<file path="config.mk">
export PLATFORM = sky130hd
export DESIGN_NAME = sbox_config_loader_flat
export DESIGN_NICKNAME = d
export VERILOG_FILES = /design/src/rtl/sbox_config_loader_if.sv /design/src/rtl/sbox_config_loader.sv /design/src/flat_wrapper.sv
export SDC_FILE = /design/constraint.sdc
export NUM_CORES = 1
export LEC_CHECK = 0
export ABC_AREA = 1
export BUFFER_PORTS_ARGS = -buffer_cell sky130_fd_sc_hd__buf_2
export CAP_MARGIN = 20
export CORE_MARGIN = 2
export CORE_UTILIZATION = 40
export CTS_CLUSTER_DIAMETER = 80
export DETAILED_ROUTE_END_ITERATION = 10
export GPL_TIMING_DRIVEN = 0
export PLACE_DENSITY = 0.69
export SLEW_MARGIN = 25
export SYNTH_ARGS = -nofsm -noshare
export SYNTH_HDL_FRONTEND = slang
export SYNTH_SLANG_ARGS = --single-unit
export TNS_END_PERCENT = 5
</file>
<file path="constraint.sdc">
create_clock -name clk -period 2.3 [get_ports clk]
set_input_delay 0.23 -clock clk [delete_from_list [all_inputs] [get_ports clk]]
set_output_delay 0.23 -clock clk [all_outputs]
set_load 0.03 [all_outputs]
</file>
<file path="src/rtl/sbox_config_loader_if.sv">
// Byte-stream command port plus the shared S-box edit bus and status flags.
// The loader connects through the slave modport; the host side uses master.
interface sbox_config_loader_if;
  logic       s_valid;
  logic [7:0] s_data;
  logic       s_ready;
  logic       edit_sbox;
  logic [2:0] sbox_sel;
  logic [1:0] row_sel;
  logic [3:0] col_sel;
  logic [3:0] new_sbox_val;
  logic       busy;
  logic       done;
  logic       err;

  modport master (
    output s_valid, s_data,
    input  s_ready, edit_sbox, sbox_sel, row_sel, col_sel, new_sbox_val,
           busy, done, err
  );

  modport slave (
    input  s_valid, s_data,
    output s_ready, edit_sbox, sbox_sel, row_sel, col_sel, new_sbox_val,
           busy, done, err
  );
endinterface

</file>
<file path="src/rtl/sbox_config_loader.sv">
// Decodes single/row/full-table S-box load commands from a byte stream and
// issues one registered edit per cycle on the shared S-box edit bus.
module sbox_config_loader (
  input  logic                 clk,
  input  logic                 rst_n,
  sbox_config_loader_if.slave  bus
);

  localparam logic [2:0] S_IDLE   = 3'd0;
  localparam logic [2:0] S_GET    = 3'd1;
  localparam logic [2:0] S_WR_ONE = 3'd2;
  localparam logic [2:0] S_WR_HI  = 3'd3;
  localparam logic [2:0] S_WR_LO  = 3'd4;
  localparam logic [2:0] S_DONE   = 3'd5;

  localparam logic [1:0] OP_SINGLE = 2'd0;
  localparam logic [1:0] OP_ROW    = 2'd1;
  localparam logic [1:0] OP_TABLE  = 2'd2;
  localparam logic [1:0] OP_RSVD   = 2'd3;

  logic [2:0] state_q, state_d;
  logic [1:0] op_q, op_d;
  logic [2:0] sbox_q, sbox_d;
  logic [1:0] row_q, row_d;
  logic [5:0] idx_q, idx_d;
  logic [3:0] lo_nib_q, lo_nib_d;

  logic       edit_q, edit_d;
  logic [2:0] sbox_sel_q, sbox_sel_d;
  logic [1:0] row_sel_q, row_sel_d;
  logic [3:0] col_sel_q, col_sel_d;
  logic [3:0] val_q, val_d;
  logic       done_q, done_d;
  logic       err_q, err_d;

  logic       ready;
  logic       accept;
  logic       last_pair;
  logic [5:0] lo_idx;

  assign ready  = (state_q == S_IDLE) || (state_q == S_GET);
  assign accept = bus.s_valid && ready;

  // idx_q always points at the high-nibble entry of the current byte
  assign lo_idx    = {idx_q[5:1], 1'b1};
  assign last_pair = ((op_q == OP_ROW)   && (idx_q[3:0] == 4'd14)) ||
                     ((op_q == OP_TABLE) && (idx_q == 6'd62));

  always_comb begin
    state_d    = state_q;
    op_d       = op_q;
    sbox_d     = sbox_q;
    row_d      = row_q;
    idx_d      = idx_q;
    lo_nib_d   = lo_nib_q;
    edit_d     = 1'b0;
    sbox_sel_d = 3'd0;
    row_sel_d  = 2'd0;
    col_sel_d  = 4'd0;
    val_d      = 4'd0;
    done_d     = 1'b0;
    err_d      = 1'b0;

    case (state_q)
      S_IDLE: begin
        if (accept) begin
          if (bus.s_data[7:6] == OP_RSVD) begin
            err_d = 1'b1;
          end else begin
            op_d    = bus.s_data[7:6];
            sbox_d  = bus.s_data[5:3];
            row_d   = bus.s_data[2:1];
            idx_d   = 6'd0;
            state_d = S_GET;
          end
        end
      end

      // The first edit of a byte is launched on the accepting edge so it
      // appears in the very next cycle.
      S_GET: begin
        if (accept) begin
          lo_nib_d   = bus.s_data[3:0];
          edit_d     = 1'b1;
          sbox_sel_d = sbox_q;
          if (op_q == OP_SINGLE) begin
            row_sel_d = row_q;
            col_sel_d = bus.s_data[7:4];
            val_d     = bus.s_data[3:0];
            state_d   = S_WR_ONE;
          end else begin
            row_sel_d = (op_q == OP_ROW) ? row_q : idx_q[5:4];
            col_sel_d = idx_q[3:0];
            val_d     = bus.s_data[7:4];
            state_d   = S_WR_HI;
          end
        end
      end

      S_WR_ONE: begin
        done_d  = 1'b1;
        state_d = S_DONE;
      end

      S_WR_HI: begin
        edit_d     = 1'b1;
        sbox_sel_d = sbox_q;
        row_sel_d  = (op_q == OP_ROW) ? row_q : lo_idx[5:4];
        col_sel_d  = lo_idx[3:0];
        val_d      = lo_nib_q;
        state_d    = S_WR_LO;
      end

      S_WR_LO: begin
        idx_d = idx_q + 6'd2;
        if (last_pair) begin
          done_d  = 1'b1;
          state_d = S_DONE;
        end else begin
          state_d = S_GET;
        end
      end

      S_DONE: begin
        state_d = S_IDLE;
      end

      default: begin
        state_d = S_IDLE;
      end
    endcase
  end

  always_ff @(posedge clk or negedge rst_n) begin
    if (!rst_n) begin
      state_q    <= S_IDLE;
      op_q       <= OP_SINGLE;
      sbox_q     <= 3'd0;
      row_q      <= 2'd0;
      idx_q      <= 6'd0;
      lo_nib_q   <= 4'd0;
      edit_q     <= 1'b0;
      sbox_sel_q <= 3'd0;
      row_sel_q  <= 2'd0;
      col_sel_q  <= 4'd0;
      val_q      <= 4'd0;
      done_q     <= 1'b0;
      err_q      <= 1'b0;
    end else begin
      state_q    <= state_d;
      op_q       <= op_d;
      sbox_q     <= sbox_d;
      row_q      <= row_d;
      idx_q      <= idx_d;
      lo_nib_q   <= lo_nib_d;
      edit_q     <= edit_d;
      sbox_sel_q <= sbox_sel_d;
      row_sel_q  <= row_sel_d;
      col_sel_q  <= col_sel_d;
      val_q      <= val_d;
      done_q     <= done_d;
      err_q      <= err_d;
    end
  end

  assign bus.s_ready      = ready;
  assign bus.busy         = (state_q != S_IDLE);
  assign bus.edit_sbox    = edit_q;
  assign bus.sbox_sel     = sbox_sel_q;
  assign bus.row_sel      = row_sel_q;
  assign bus.col_sel      = col_sel_q;
  assign bus.new_sbox_val = val_q;
  assign bus.done         = done_q;
  assign bus.err          = err_q;

endmodule

</file>
<file path="src/flat_wrapper.sv">
// flat-port wrapper written by rule: the top's interface ports become plain ports
module sbox_config_loader_flat 
  (clk, rst_n, bus_s_valid, bus_s_data, bus_s_ready, bus_edit_sbox, bus_sbox_sel, bus_row_sel, bus_col_sel, bus_new_sbox_val, bus_busy, bus_done, bus_err);
  sbox_config_loader_if bus_i ();
  input  logic clk;
  input  logic rst_n;
  input wire logic [$bits(bus_i.s_valid)-1:0] bus_s_valid;
  input wire logic [$bits(bus_i.s_data)-1:0] bus_s_data;
  output wire logic [$bits(bus_i.s_ready)-1:0] bus_s_ready;
  output wire logic [$bits(bus_i.edit_sbox)-1:0] bus_edit_sbox;
  output wire logic [$bits(bus_i.sbox_sel)-1:0] bus_sbox_sel;
  output wire logic [$bits(bus_i.row_sel)-1:0] bus_row_sel;
  output wire logic [$bits(bus_i.col_sel)-1:0] bus_col_sel;
  output wire logic [$bits(bus_i.new_sbox_val)-1:0] bus_new_sbox_val;
  output wire logic [$bits(bus_i.busy)-1:0] bus_busy;
  output wire logic [$bits(bus_i.done)-1:0] bus_done;
  output wire logic [$bits(bus_i.err)-1:0] bus_err;
  assign bus_i.s_valid = bus_s_valid;
  assign bus_i.s_data = bus_s_data;
  assign bus_s_ready = bus_i.s_ready;
  assign bus_edit_sbox = bus_i.edit_sbox;
  assign bus_sbox_sel = bus_i.sbox_sel;
  assign bus_row_sel = bus_i.row_sel;
  assign bus_col_sel = bus_i.col_sel;
  assign bus_new_sbox_val = bus_i.new_sbox_val;
  assign bus_busy = bus_i.busy;
  assign bus_done = bus_i.done;
  assign bus_err = bus_i.err;
  sbox_config_loader u_core (.clk(clk), .rst_n(rst_n), .bus(bus_i));
endmodule
</file>
==> results of run 1 <==
-- cells in the mapped netlist (2+ instances only) --
| library cell | n | area, um2 |
|---|---|---|
| nand2_1 | 51 | 191 |
| o21ai_0 | 36 | 180 |
| dfrtp_1 | 35 | 876 |
| inv_1 | 20 | 75.1 |
| nor2_1 | 11 | 41.3 |
| nand3_1 | 7 | 35.0 |
| a21oi_1 | 2 | 10.0 |
| buf_2 | 2 | 10.0 |
| nand3_2 | 2 | 20.0 |
| nand4_1 | 2 | 12.5 |
| nor2_4 | 2 | 22.5 |
-- worst min-delay path by stage --
stage	startpoint	end	slack (ns)	cells past startpoint
6_report	rst_n	u_core.lo_nib_q[1]	0.005	1
5_1_grt	rst_n	u_core.bus.row_sel[1]	0.07	1
3_3_place_gp	rst_n	u_core.bus.new_sbox_val[2]	0.34	1
4_1_cts	rst_n	u_core.bus.err	0.03	1
2_1_floorplan	rst_n	u_core.bus.col_sel[0]	-0.07	0
3_5_place_dp	rst_n	u_core.lo_nib_q[2]	0.34	1
-- worst max-delay path, delay by kind of cell (launching register included) --
family                 cells  cell delay (ns)
flip-flops                 1             0.47
buffers and inverters      1             0.18
AND/OR/NAND/NOR            3             0.34
-- logic make-up (layout without fill, tap and decap cells) --
group / after synthesis / count (layout)
flip-flops: 35 / 35
adder cells (fa/ha/maj): 1 / 1
AO/OA/AOI/OAI: 40 / 40
buffers and inverters: 25 / 61
XOR/XNOR: 2 / 2
AND/OR/NAND/NOR: 77 / 77
-- routing by layer --
metal | track usage, % | wire [um] | vias up
li1 | - | - | 648
met1 | 20.0 | 1490 | 582
met2 | 27.8 | 1600 | 29
met3 | 5.91 | 198 | 2
met4 | 4.59 | 34 | 0
met5 | 0 | 0 | -
-- state kept, by name (all words and copies together), names as in the netlist --
signal / cells
u_core.idx_q: 5
u_core.bus.col_sel: 4
u_core.bus.new_sbox_val: 4
u_core.lo_nib_q: 4
u_core.bus.sbox_sel: 3
u_core.sbox_q: 3
u_core.state_q: 3
u_core.bus.row_sel: 2
u_core.op_q: 2
u_core.row_q: 2
u_core.bus.done: 1
u_core.bus.edit_sbox: 1
u_core.bus.err: 1
-- where the power goes --
part	leakage [nW]	internal [mW]	switching, mW
clock network	0.0644	0.432	0.225
registers	0.461	0.819	0.115
logic	0.483	0.297	0.703
total	1.01	1.55	1.04
-- through the flow --
stage	util [%]	total power, mW	setup slack [ns]	instances	area (um2)
after detailed placement	47.8	1.95	0.960	256	1780
final	51.4	2.59	0.791	264	1910
after floorplan	-	1.67	0.992	180	1580
after CTS	51.4	2.62	0.770	264	1910
after global routing	51.4	2.78	0.718	264	1910
after global placement	47.8	1.92	0.987	256	1780
-- area by class of cell --
class                      instances  area, um2  share of cell area [%]
buffer                             4       32.5                    1.70
tap                               48       60.1                    3.14
inverter                          21       78.8                    4.12
multi-input combinational        120        588                    30.8
sequential                        35        876                    45.8
clock buffer                       5       68.8                    3.60
clock inverter                     3       67.6                    3.53
timing repair buffer              28        140                    7.33
==> impl_results.md, run 1 <==
- Commonest cells after routing, fill and taps aside: nand2_1 (51), o21ai_0 (36), dfrtp_1 (35)
- Post-synthesis cell type count: 21
- Period minus WS final: 1.51 ns
- Clock-pin slew reported for the worst setup and hold paths after clock tree synthesis: 0.07 ns
- Antenna violations before repair: 0
- GRT Total Usage: roughly 17%
- Worst-case headroom to the max-slew limit: between 40% and 50%
- Number of I/O pins: 29
- Gate count of the mapped netlist: 180
- Critical path's slowest cell: dfrtp_1
- DR vias/cell: 4.78
- Wire length of the first global-routing pass: approximately 5.3 mm
- Largest net degree at the start of global routing: 36
- Final clock period utilization by the worst path: between 60% and 70%
- Synth Warn #: 0
- Final worst clock skew: around 0.004 ns
- RSZ-0062 raised after global routing: false
- Area growth, synth to finish: 21.4%
- Synth Area in Adders: less than 1%
- Cell area after synthesis: 0.00158 mm2
- Setup total negative slack: 0 ns
- Half-perimeter wire length after detailed placement: between 2 and 2.5 mm
- Reg-to-reg endpoint: u_core.sbox_q[1]
- Area fraction in compound gates after synthesis: around an eighth
- Number of hold violations in the final report: 0
- Share of synthesized area occupied by flip-flops and latches: about 56%
- Die Ht: about 67 um
- Net Count, Synth: about 190
- Final Wtd Congestion: between 0.7 and 0.8
- Number of cell rows: 22
- Share of cells above drive strength 1: 21.8%
- Slew of the pin with the lowest slew margin: between 0.7 and 0.8 ns
- Worst-skew pair later-pin latency: 0.29 ns
- Critical Path AT: approximately 1.3 ns
- Async S/R FF share, synth: 100%
- Die X-Extent: around 67 um
- Final max-slew violation count: 0
- Via count of the first global-routing pass: about 1200
- Worst setup EP type: output pin
- Number of DRC violations after detailed routing: 0
- Leakage power total: approximately 1 nW
- Class of the tightest hold or removal check: in2async
- Path depth of the worst reg2reg path: 6
- Clock root buffer master: clkbuf_8
- Total Wirelength: between 3 and 4 mm
- Reported max-cap violation count: 0
- Multiplexer share of the synthesized area: 0%
- Most frequent standard cell in the layout excluding fill and tap cells: nand2_1
- Filler cell count in the final layout: 340
- Area of the core region: ~0.0037 mm2
- Synth Area in XOR/XNOR: approximately 1.1%
- Clock buffer depth: 2
- Number of antenna cells inserted: 0
- Worst IR Drop VDD: between 0.0003 and 0.0004 V
- Fraction of the mapped netlist area in simple logic gates: 22.5%
- DRT iter0 DRCs: 97
- Number of nets in the layout: 227
- Data required, critical path: 2.07 ns
- Starting density of the core: 42.4%
- Number of buffers created by CTS: 5
- Reg-to-Reg Start: u_core.state_q[1]
- Post-CTS resize count: 0
- Hold bufs inserted after CTS: 0
- # clock sinks: 35
- Outcome: finished clean
- Main combinational cell family by area after synthesis: simple AND/OR/NAND/NOR gates
- Average detailed-routed wire length per instance: between 10 and 15 um
- Fmax achieved: roughly 660 MHz
- Global-route congestion overflow total: 0
- Post-Route Hold Slack: between 0.004 and 0.005 ns
- Timing endpoint of the critical path: bus_s_ready
- R2R Setup Slk: a little over 0.9 ns
- Pwr/cell area: around 1400 mW/mm2
- Drt first pass iters: 4
- Area of the die: around 0.0045 mm2
- Max stage delay on crit path: roughly 0.47 ns
- Launch point of the critical path: u_core.state_q[2]
- Final setup violating endpoints: 0
- Cells along the critical path: nor2_4, nand2_4, nand2_1, buf_2
- Synthesis-stage register bit count: 35
- Critical path launch point type: register
- Highest fanout seen on the critical path: 8
- CTS tree: built
- IO Port Bufs: 28
- Startpoint-to-endpoint class of the critical path: reg2out
- Number of levels the H-tree was split into: 2
- Post-synth EDFFs: 0
- Number of nets still failing antenna checks after routing: 0
- Synth Flop Type: dfrtp_1
- Average cell area after synthesis: 8.75 um2
- Via Count: roughly 1300
- Setup Fix Bufs, Post-CTS: 0
No activity file was read; power rests on OpenSTA's default activity.
==> inputs of run 2 (changes only) <==
clock period = 1.55 ns   (was 2.3 ns; I/O delays follow)
==> run 2 against run 1 <==
Clock power is 49% higher. Sequential share of layout area is 0.24 points lower. Non-clock buffer count increased by 1. Sequential power is 49% higher. Register-to-register slack lost 0.75 ns. Hold slack better by 0.11 ns. Clock-buffer cell count unchanged. Critical path depth stayed put.
==> impl_results.md, run 2 (synthesis gave the netlist of run 1 again) <==
- Via Count: ~1300
- Critical Path AT: roughly 1.3 ns
- Startpoint-to-endpoint class of the critical path: reg2out
- Number of nets in the layout: between 200 and 250
- Post-Route Hold Slack: roughly 0.11 ns
- Sequential share of power: a little over a third
- Final setup slack of the worst path: roughly 0.12 ns
- Drt first pass iters: 4
- Worst IR Drop VDD: roughly 0.00056 V
- Number of I/O pins: 29
- Critical path launch point type: register
- Final worst clock skew: between 0.003 and 0.004 ns
- Total Wirelength: roughly 3.3 mm
- Final Wtd Congestion: slightly below 0.8
- Worst-skew pair later-pin latency: around 0.29 ns
- Int Power: 2.30 mW
- Average detailed-routed wire length per instance: 12.6 um
- Starting density of the core: between 40% and 50%
- Setup Fix Bufs, Post-CTS: 0
- Area of the die: between 0.004 and 0.005 mm2
- Relative contribution of combinational cells to total power: about two fifths
- Number of levels the H-tree was split into: 2
- Wire length of the first global-routing pass: roughly 5.3 mm
- Place WS: between 0.2 and 0.25 ns
- Fin util: between 50% and 60%
- GRT Total Usage: between 10% and 20%
- Commonest cells after routing, fill and taps aside: nand2_1 (51), o21ai_0 (36), dfrtp_1 (35)
- Global-route congestion overflow total: 0
- Largest net degree at the start of global routing: 36
- Number of flip-flops in the largest register: 5
- Clock buffer depth: 2
- Number of DRC violations after detailed routing: 0
- Die X-Extent: roughly 67 um
- Clock-pin slew reported for the worst setup and hold paths after clock tree synthesis: 0.07 ns
- Met3 usage in global routing: 5.91%
- Clock root buffer master: clkbuf_8
- Die Ht: between 60 and 70 um
- Most frequent standard cell in the layout excluding fill and tap cells: nand2_1
- Share of cells above drive strength 1: a little over a fifth
- Number of buffers created by CTS: 5
- IO Port Bufs: 28
- Setup total negative slack: 0 ns
- Antenna violations before repair: 0
- Register bank with the most flops: u_core.idx_q
- Via count of the first global-routing pass: around 1200
- Number of nets still failing antenna checks after routing: 0
- Class of the tightest hold or removal check: in2reg
- Period minus WS final: around 1.4 ns
- Leakage power total: about 1.0 nW
- Final max-slew violation count: 0
- Met2 track demand over resource: roughly 28%
- Number of hold violations in the final report: 0
- Switching part of the total: between 40 and 50%
- Final clock period utilization by the worst path: 92.6%
- Reported max-cap violation count: 0
- Hold bufs inserted after CTS: 1
- Post-CTS resize count: 0
- Pwr/cell area: approximately 2000 mW/mm2
- Highest fanout seen on the critical path: 8
- Reported net switching power: between 1.5 and 2 mW
- Number of cell rows: 22
- Fmax achieved: between 600 and 700 MHz
- # clock sinks: 35
- Outcome: finished clean
- Worst-case headroom to the max-slew limit: between 40% and 50%
- Number of antenna cells inserted: 0
- RSZ-0062 raised after global routing: false
- Data required, critical path: 1.39 ns
- Worst setup EP type: output pin
- Area of the core region: about 0.0037 mm2
- Final setup violating endpoints: 0
- CTS tree: built
- Area growth, synth to finish: 22.0%
- Half-perimeter wire length after detailed placement: 2.36 mm
- Slew of the pin with the lowest slew margin: between 0.7 and 0.8 ns
- DRT iter0 DRCs: 120
- DR vias/cell: 4.77
- Total power: ~3.9 mW
- Part of the total power dissipated in the clock network: about a quarter
- Met1 global-route usage: between 20 and 25%
- Global routing's busiest layer: met2
run 2: cell count changes in the layout (fill, tap and decap cells not counted):
cell | previous run | this run
dlygate4sd3_1 | 0 | 1
run 2: cell type report:
class	count	area, um2
Timing Repair Buffer	29	150
Clock inverter	3	67.6
Multi-Input combinational cell	120	588
Fill cell	339	1790
Buffer	4	32.5
Inverter	21	78.8
Tap cell	48	60.1
Sequential cell	35	876
Clock buffer	5	68.8
run 2: power groups by stage:
stage | clock network [mW] | registers (mW) | logic (mW)
finish | 0.976 | 1.39 | 1.49
global placement | 0 | 1.39 | 1.47
floorplan | 0 | 1.61 | 0.869
global route | 1.04 | 1.42 | 1.67
detailed placement | 0 | 1.40 | 1.49
CTS | 1.00 | 1.39 | 1.50
run 2: metrics by stage:
stage | cell area [um2] | std cells
after global placement | 1780 | 256
after detailed placement | 1780 | 256
after floorplan | 1580 | 180
after CTS | 1920 | 265
final | 1920 | 265
after global routing | 1920 | 265
run 2: critical path, stage by stage (launching register included):
cell     delay, ns
dfrtp_1       0.47
nor2_4        0.19
nand2_4       0.09
nand2_1       0.06
buf_2         0.18
run 2: path summary, 6_finish.rpt:
path                              startpoint                     end  slack, ns  cells after the start
min                            bus_s_data[2]      u_core.lo_nib_q[2]       0.11                      3
max                        u_core.state_q[2]             bus_s_ready       0.12                      4
min in group asynchronous              rst_n      u_core.lo_nib_q[1]       0.48                      2
max in group asynchronous              rst_n         u_core.idx_q[4]       0.60                      2
min reg2reg                 u_core.sbox_q[0]  u_core.bus.sbox_sel[0]       0.49                      2
max reg2reg                u_core.state_q[1]        u_core.sbox_q[1]       0.18                      6
run 2: layer usage:
metal / share of wire [%] / vias up
met2: 48 / 29
met1: 45 / 583
met3: 5.9 / 2
met5: 0 / -
met4: 1.0 / 0
li1: - / 649
